[config.mk]
export PLATFORM = sky130hd
export DESIGN_NAME = timer_irq_periph
export DESIGN_NICKNAME = d
export VERILOG_FILES = /design/src/rtl/timer_irq_periph_pkg.sv /design/src/rtl/timer_irq_periph_counter.sv /design/src/rtl/timer_irq_periph.sv
export SDC_FILE = /design/constraint.sdc
export NUM_CORES = 1
export LEC_CHECK = 0
export ABC_CLOCK_PERIOD_IN_PS = 7600
export CAP_MARGIN = 40
export CORE_MARGIN = 2
export CORE_UTILIZATION = 55
export CTS_CLUSTER_SIZE = 10
export DETAILED_ROUTE_END_ITERATION = 10
export GPL_TIMING_DRIVEN = 0
export MAX_ROUTING_LAYER = met4
export PLACE_DENSITY = 0.85
export SYNTH_ARGS = -nofsm -noshare
export SYNTH_HDL_FRONTEND = slang
export SYNTH_SLANG_ARGS = --single-unit
export TNS_END_PERCENT = 100
[constraint.sdc]
create_clock -name clk -period 7.6 [get_ports clk]
set_input_delay 1.52 -clock clk [delete_from_list [all_inputs] [get_ports clk]]
set_output_delay 1.52 -clock clk [all_outputs]
set_load 0.1 [all_outputs]
[src/rtl/timer_irq_periph_pkg.sv]
// Shared definitions for the timer/IRQ peripheral: register offsets,
// TCON bit positions and the bus address-match helper.
package timer_irq_periph_pkg;

  // Byte offsets of the registers from the peripheral base address
  localparam logic [31:0] OFF_TH      = 32'h0000_0000;
  localparam logic [31:0] OFF_TL      = 32'h0000_0004;
  localparam logic [31:0] OFF_TCON    = 32'h0000_0008;
  localparam logic [31:0] OFF_SYSTICK = 32'h0000_0014;

  // TCON bit positions: count enable, interrupt enable, interrupt status
  localparam int TCON_EN = 0;
  localparam int TCON_IE = 1;
  localparam int TCON_IS = 2;

  // Word-aligned match: the two byte-select bits of the bus address are ignored
  function automatic logic addr_hit(input logic [31:0] addr,
                                    input logic [31:0] base,
                                    input logic [31:0] off);
    return (addr & ~32'h3) == ((base + off) & ~32'h3);
  endfunction

endpackage

[src/rtl/timer_irq_periph_counter.sv]
// timer_counter: the TL counter. Counts while enabled, reloads from the
// reload value instead of wrapping to zero, and flags the overflow edge.
// A software write of TL takes priority over both increment and reload;
// the overflow flag is still raised on that edge so status is not lost.
module timer_counter (
  input  logic        clk,
  input  logic        reset,
  input  logic        i_en,
  input  logic        i_wr,
  input  logic [31:0] i_wdata,
  input  logic [31:0] i_reload,
  output logic [31:0] o_tl,
  output logic        o_ovf
);

  logic [31:0] r_tl;
  logic        w_ovf;

  // Overflow happens on the edge where an enabled counter sits at all-ones
  assign w_ovf = i_en && (r_tl == 32'hFFFF_FFFF);

  // TL register: write > reload > increment > hold
  always_ff @(posedge clk or negedge reset) begin
    if (!reset) begin
      r_tl <= 32'd0;
    end else if (i_wr) begin
      r_tl <= i_wdata;
    end else if (w_ovf) begin
      r_tl <= i_reload;
    end else if (i_en) begin
      r_tl <= r_tl + 32'd1;
    end
  end

  assign o_tl  = r_tl;
  assign o_ovf = w_ovf;

endmodule

[src/rtl/timer_irq_periph.sv]
// timer_irq_periph: memory-mapped timer on the data-memory bus. Drives the
// level IRQ line of the core. Reads are combinational, writes commit on the
// rising clock edge. Handshake: a bus access is a single cycle -- MemWrite
// with a mapped address commits at the next rising edge, MemRead returns
// data in the same cycle; there is no stall or ready signal.
// Build option: define TIMER_SYSTICK_EN to add the free-running read-only
// SYSTICK counter at BASE+0x14 (unmapped and absent otherwise).
module timer_irq_periph
  import timer_irq_periph_pkg::*;
#(
  parameter logic [31:0] BASE_ADDR = 32'h4000_0000,
  parameter int          TCON_W    = 3
) (
  input  logic        clk,
  input  logic        reset,
  input  logic        MemRead,
  input  logic        MemWrite,
  input  logic [31:0] Addr,
  input  logic [31:0] WriteData,
  output logic [31:0] ReadData,
  output logic        IRQ
);

  logic              w_hit_th, w_hit_tl, w_hit_tcon;
  logic              w_wr_th, w_wr_tl, w_wr_tcon;
  logic [31:0]       r_th;
  logic [TCON_W-1:0] r_tcon;
  logic [TCON_W-1:0] w_tcon_nxt;
  logic              r_irq;
  logic [31:0]       w_tl;
  logic              w_ovf;
  logic [1:0]        w_unused_addr;

  assign w_unused_addr = Addr[1:0];

  assign w_hit_th   = addr_hit(Addr, BASE_ADDR, OFF_TH);
  assign w_hit_tl   = addr_hit(Addr, BASE_ADDR, OFF_TL);
  assign w_hit_tcon = addr_hit(Addr, BASE_ADDR, OFF_TCON);

  assign w_wr_th   = MemWrite & w_hit_th;
  assign w_wr_tl   = MemWrite & w_hit_tl;
  assign w_wr_tcon = MemWrite & w_hit_tcon;

  timer_counter u_counter (
    .clk      (clk),
    .reset    (reset),
    .i_en     (r_tcon[TCON_EN]),
    .i_wr     (w_wr_tl),
    .i_wdata  (WriteData),
    .i_reload (r_th),
    .o_tl     (w_tl),
    .o_ovf    (w_ovf)
  );

  // TH reload register, software-written only
  always_ff @(posedge clk or negedge reset) begin
    if (!reset) begin
      r_th <= 32'd0;
    end else if (w_wr_th) begin
      r_th <= WriteData;
    end
  end

  // Next TCON: software write first, then an overflow with IE set forces
  // status high so a same-edge acknowledge cannot swallow the interrupt
  always_comb begin
    w_tcon_nxt = r_tcon;
    if (w_wr_tcon) begin
      w_tcon_nxt[TCON_EN] = WriteData[TCON_EN];
      w_tcon_nxt[TCON_IE] = WriteData[TCON_IE];
      w_tcon_nxt[TCON_IS] = WriteData[TCON_IS];
    end
    if (w_ovf && r_tcon[TCON_IE]) begin
      w_tcon_nxt[TCON_IS] = 1'b1;
    end
  end

  // TCON and the IRQ flop; IRQ follows the new status on the same edge
  always_ff @(posedge clk or negedge reset) begin
    if (!reset) begin
      r_tcon <= '0;
      r_irq  <= 1'b0;
    end else begin
      r_tcon <= w_tcon_nxt;
      r_irq  <= w_tcon_nxt[TCON_IE] & w_tcon_nxt[TCON_IS];
    end
  end

`ifdef TIMER_SYSTICK_EN
  logic [31:0] r_systick;
  logic        w_hit_systick;

  assign w_hit_systick = addr_hit(Addr, BASE_ADDR, OFF_SYSTICK);

  // Free-running tick counter, independent of TCON, wraps naturally
  always_ff @(posedge clk or negedge reset) begin
    if (!reset) begin
      r_systick <= 32'd0;
    end else begin
      r_systick <= r_systick + 32'd1;
    end
  end
`endif

  // Combinational read mux; zero when not reading or address unmapped
  always_comb begin
    ReadData = 32'd0;
    if (MemRead) begin
      if (w_hit_th) begin
        ReadData = r_th;
      end else if (w_hit_tl) begin
        ReadData = w_tl;
      end else if (w_hit_tcon) begin
        ReadData[TCON_W-1:0] = r_tcon;
      end
`ifdef TIMER_SYSTICK_EN
      else if (w_hit_systick) begin
        ReadData = r_systick;
      end
`endif
    end
  end

  assign IRQ = r_irq;

endmodule

==> metrics <==
crit-path leading delay family=buffers and inverters; layout cell share with drive strength beyond 1=17.8%; initial DRC count=493; WP data arrival=5.14 ns; peak supply drop=0.108 mV; Final #Nets=686; FP Rows=32; total power=0.000733 W; PortBufs=96; max cap viols=0; Hold Path Class=flop to flop; die area=0.00869 mm2; WL final=14.2 mm; P_leak=2.56 nW; Initial Utilization=56.7%; Cells after Synth=474; commonest cells in the netlist=dfrtp_1 (68), nor2_1 (35), nand2_1 (33); Clk Latency, worst-skew pair=0.35 ns; Setup crit end kind=output pin; post-CTS setup buffers=0; area post-placement=0.00600 mm2; # clock sinks=68; Ports=101; Final Setup Violations=0; Avg Inst Size Synth=9.24 um2; Hold Buf Count CTS=0; period utilization=87.6%; Post-synth top flop=dfrtp_1; NetSw=0.000167 W; Via density=6.35; Clock Power Share=43.2%; vias in the first global route=4,557; CP cell instances=clkdlybuf4s50_1 -> nor4_1 -> nand4_1 -> nor4_1 -> clkbuf_1 -> clkbuf_1 -> a22oi_1 -> nor2b_1 -> clkdlybuf4s50_1 -> buf_8; number of synthesized flops with an enable pin=0; Tmin final=6.66 ns; first-pass GRT wire length=23.1 mm; pwr dens=118 mW/mm2; Seq/Total Area, Yosys=38.8%; DIE WIDTH=93.2 um; via count=4,597; Syn Std Cell Area=0.00438 mm2; GRT Total Usage=35.2%; H-tree levels=3; DR pass1 iterations=6; pre-CTS setup slack=1.10 ns; Final WS setup=0.943 ns; Antenna Nets Post-Route=0; Internal=0.000565 W; Max clock buf depth=2; clock slew seen by the registers of the worst setup and hold paths=0.08 ns; CTS tree=yes; most frequent cell after synthesis=dfrtp_1; worst rel slew slack=45.9%; Root Driver=clkbuf_8; Synth cell types=57; synth top area cells=dfrtp_1 (39%), mux2_2 (8.0%), a22oi_1 (5.1%), nor2b_1 (4.6%), mux2i_1 (3.7%); core footprint=0.00773 mm2; CP required=6.08 ns; post_cts resized=0; Async SR Flop Fraction=100%; synthesis-to-finish area growth=41.9%; Antenna Cells=0; antenna violations before repair=0; Clock Skews=0.0141 ns; final slew viol count=0; Fin Setup TNS=0 ns; RSZ-0062 raised after global routing=false; Max stage delay on crit path=0.54 ns; final-report hold violation count=0; Yosys reg bits=68; top-area cell type share of the netlist area=38.8%; Buffers & Inverters on Critical Path=5; DIE HEIGHT=93.2 um; critical path class=input pin to output pin; Post-route DRC=0; largest net degree at the start of global routing=45; slowest CP cell=clkbuf_1; sw frac=22.8%; largest area contributor in the netlist=dfrtp_1; sequential power share=49.4%; Avg WL per Cell=19.6 um; Net Count, Synth=543; status=complete, no violations; Placer Congestion=0.951; Combinational Power Share=7.4%; Synth warnings=0; DP Wirelength=10.2 mm; number of clock buffers inserted by TritonCTS=9; post-route design area=0.00622 mm2; final global-route overflow total=0; CP startpoint kind=input pin; CP max FO=10; Worst Tran Pin Value=0.805 ns; highest clock rate=150 MHz
==> power by group through the flow <==
| stage | clock network, W | logic [W] | registers (W) |
|---|---|---|---|
| 2_1_floorplan | 0 | 0.00000642 | 0.000369 |
| 3_3_place_gp | 0 | 0.0000510 | 0.000369 |
| 3_5_place_dp | 0 | 0.0000542 | 0.000369 |
| 4_1_cts | 0.000316 | 0.0000546 | 0.000362 |
| 5_1_grt | 0.000337 | 0.0000588 | 0.000361 |
| 6_report | 0.000317 | 0.0000545 | 0.000362 |
==> layout make-up <==
cell class / instances / area [um2]
inverters: 9 / 33.8
well taps: 102 / 128
repair buffers: 132 / 1500
fillers: 482 / 1510
multi-input cells: 363 / 2480
clock inverters: 5 / 58.8
clock buffers: 11 / 151
plain buffers: 34 / 161
flip-flops and latches: 68 / 1700
==> registers in the layout (all words and copies together), names as in the netlist <==
register / count
u_counter.o_tl: 32
r_th: 32
IRQ: 1
r_tcon: 3
==> cell families after synthesis <==
family                   count (synthesis)  synth area share [%]
flip-flops                              68                  38.8
adder cells (fa/ha/maj)                  1                 0.286
AO/OA/AOI/OAI                          114                  17.7
AND/OR/NAND/NOR                        184                  23.1
buffers and inverters                   43                  4.46
XOR/XNOR                                13                  2.60
multiplexers                            51                  13.0
==> worst register-to-register path, stage by stage (launching register included) <==
cell and delay (ns):
dfrtp_1 0.52, ha_1 0.35, nand3_1 0.22, or3_1 0.42, buf_6 0.16, nor4_4 0.67
buf_6 0.27, mux2i_1 0.24, a211oi_1 0.10
==> per-stage QoR <==
stage	utilization (%)	std cells	hold WS [ns]
floorplan	-	474	0.499
global placement	70.8	672	0.511
detailed placement	77.7	707	0.526
CTS	80.4	723	0.542
global route	80.4	724	0.551
finish	80.4	724	0.545
==> final timing paths <==
check | cells after the start | start | end | slack, ns
max in group asynchronous | 2 | reset | r_th[13]$_DFFE_PN0P_ | 5.98
worst max-delay path | 10 | Addr[5] | ReadData[29] | 0.94
worst min register to register | 1 | r_th[20]$_DFFE_PN0P_ | r_th[20]$_DFFE_PN0P_ | 0.54
worst max register to register | 8 | u_counter.o_tl[0]$_DFFE_PN0P_ | u_counter.o_tl[19]$_DFFE_PN0P_ | 4.52
worst min-delay path | 1 | r_th[20]$_DFFE_PN0P_ | r_th[20]$_DFFE_PN0P_ | 0.54
min in group asynchronous | 1 | reset | u_counter.o_tl[27]$_DFFE_PN0P_ | 1.08
==> per-layer routing <==
metal / up-vias / global-route usage [%] / wire (um)
li1: 2041 / - / -
met5: - / - / 0
met2: 287 / 57.3 / 7080
met4: 0 / 11.5 / 435
met3: 54 / 8.78 / 1470
met1: 2215 / 43.4 / 5220
==> placed cells by master, fill, tap and decap left out, drive strengths merged, types with 2 or more instances in the layout <==
cell	Yosys	routed
clkinvlp	0	2
a41o	2	2
o21ai	22	22
nand3	17	17
o211ai	4	4
a31oi	3	3
a41oi	3	3
a21o	7	7
a22oi	30	30
or3	4	4
dfrtp	68	68
xor2	4	4
o31ai	2	2
mux2	35	35
nand4	14	14
nor3	15	15
mux2i	16	16
o21a	2	2
a221o	2	2
a211oi	8	8
nor2	35	35
nand2	33	33
nor2b	32	32
clkbuf	20	32
and4	3	3
buf	14	49
or4	2	2
a21oi	19	19
inv	9	10
and2	3	3
a21boi	2	2
nor4	15	15
and3	8	8
clkdlybuf4s50	0	95
xnor2	9	9
No activity file was read; power rests on OpenSTA's default activity.
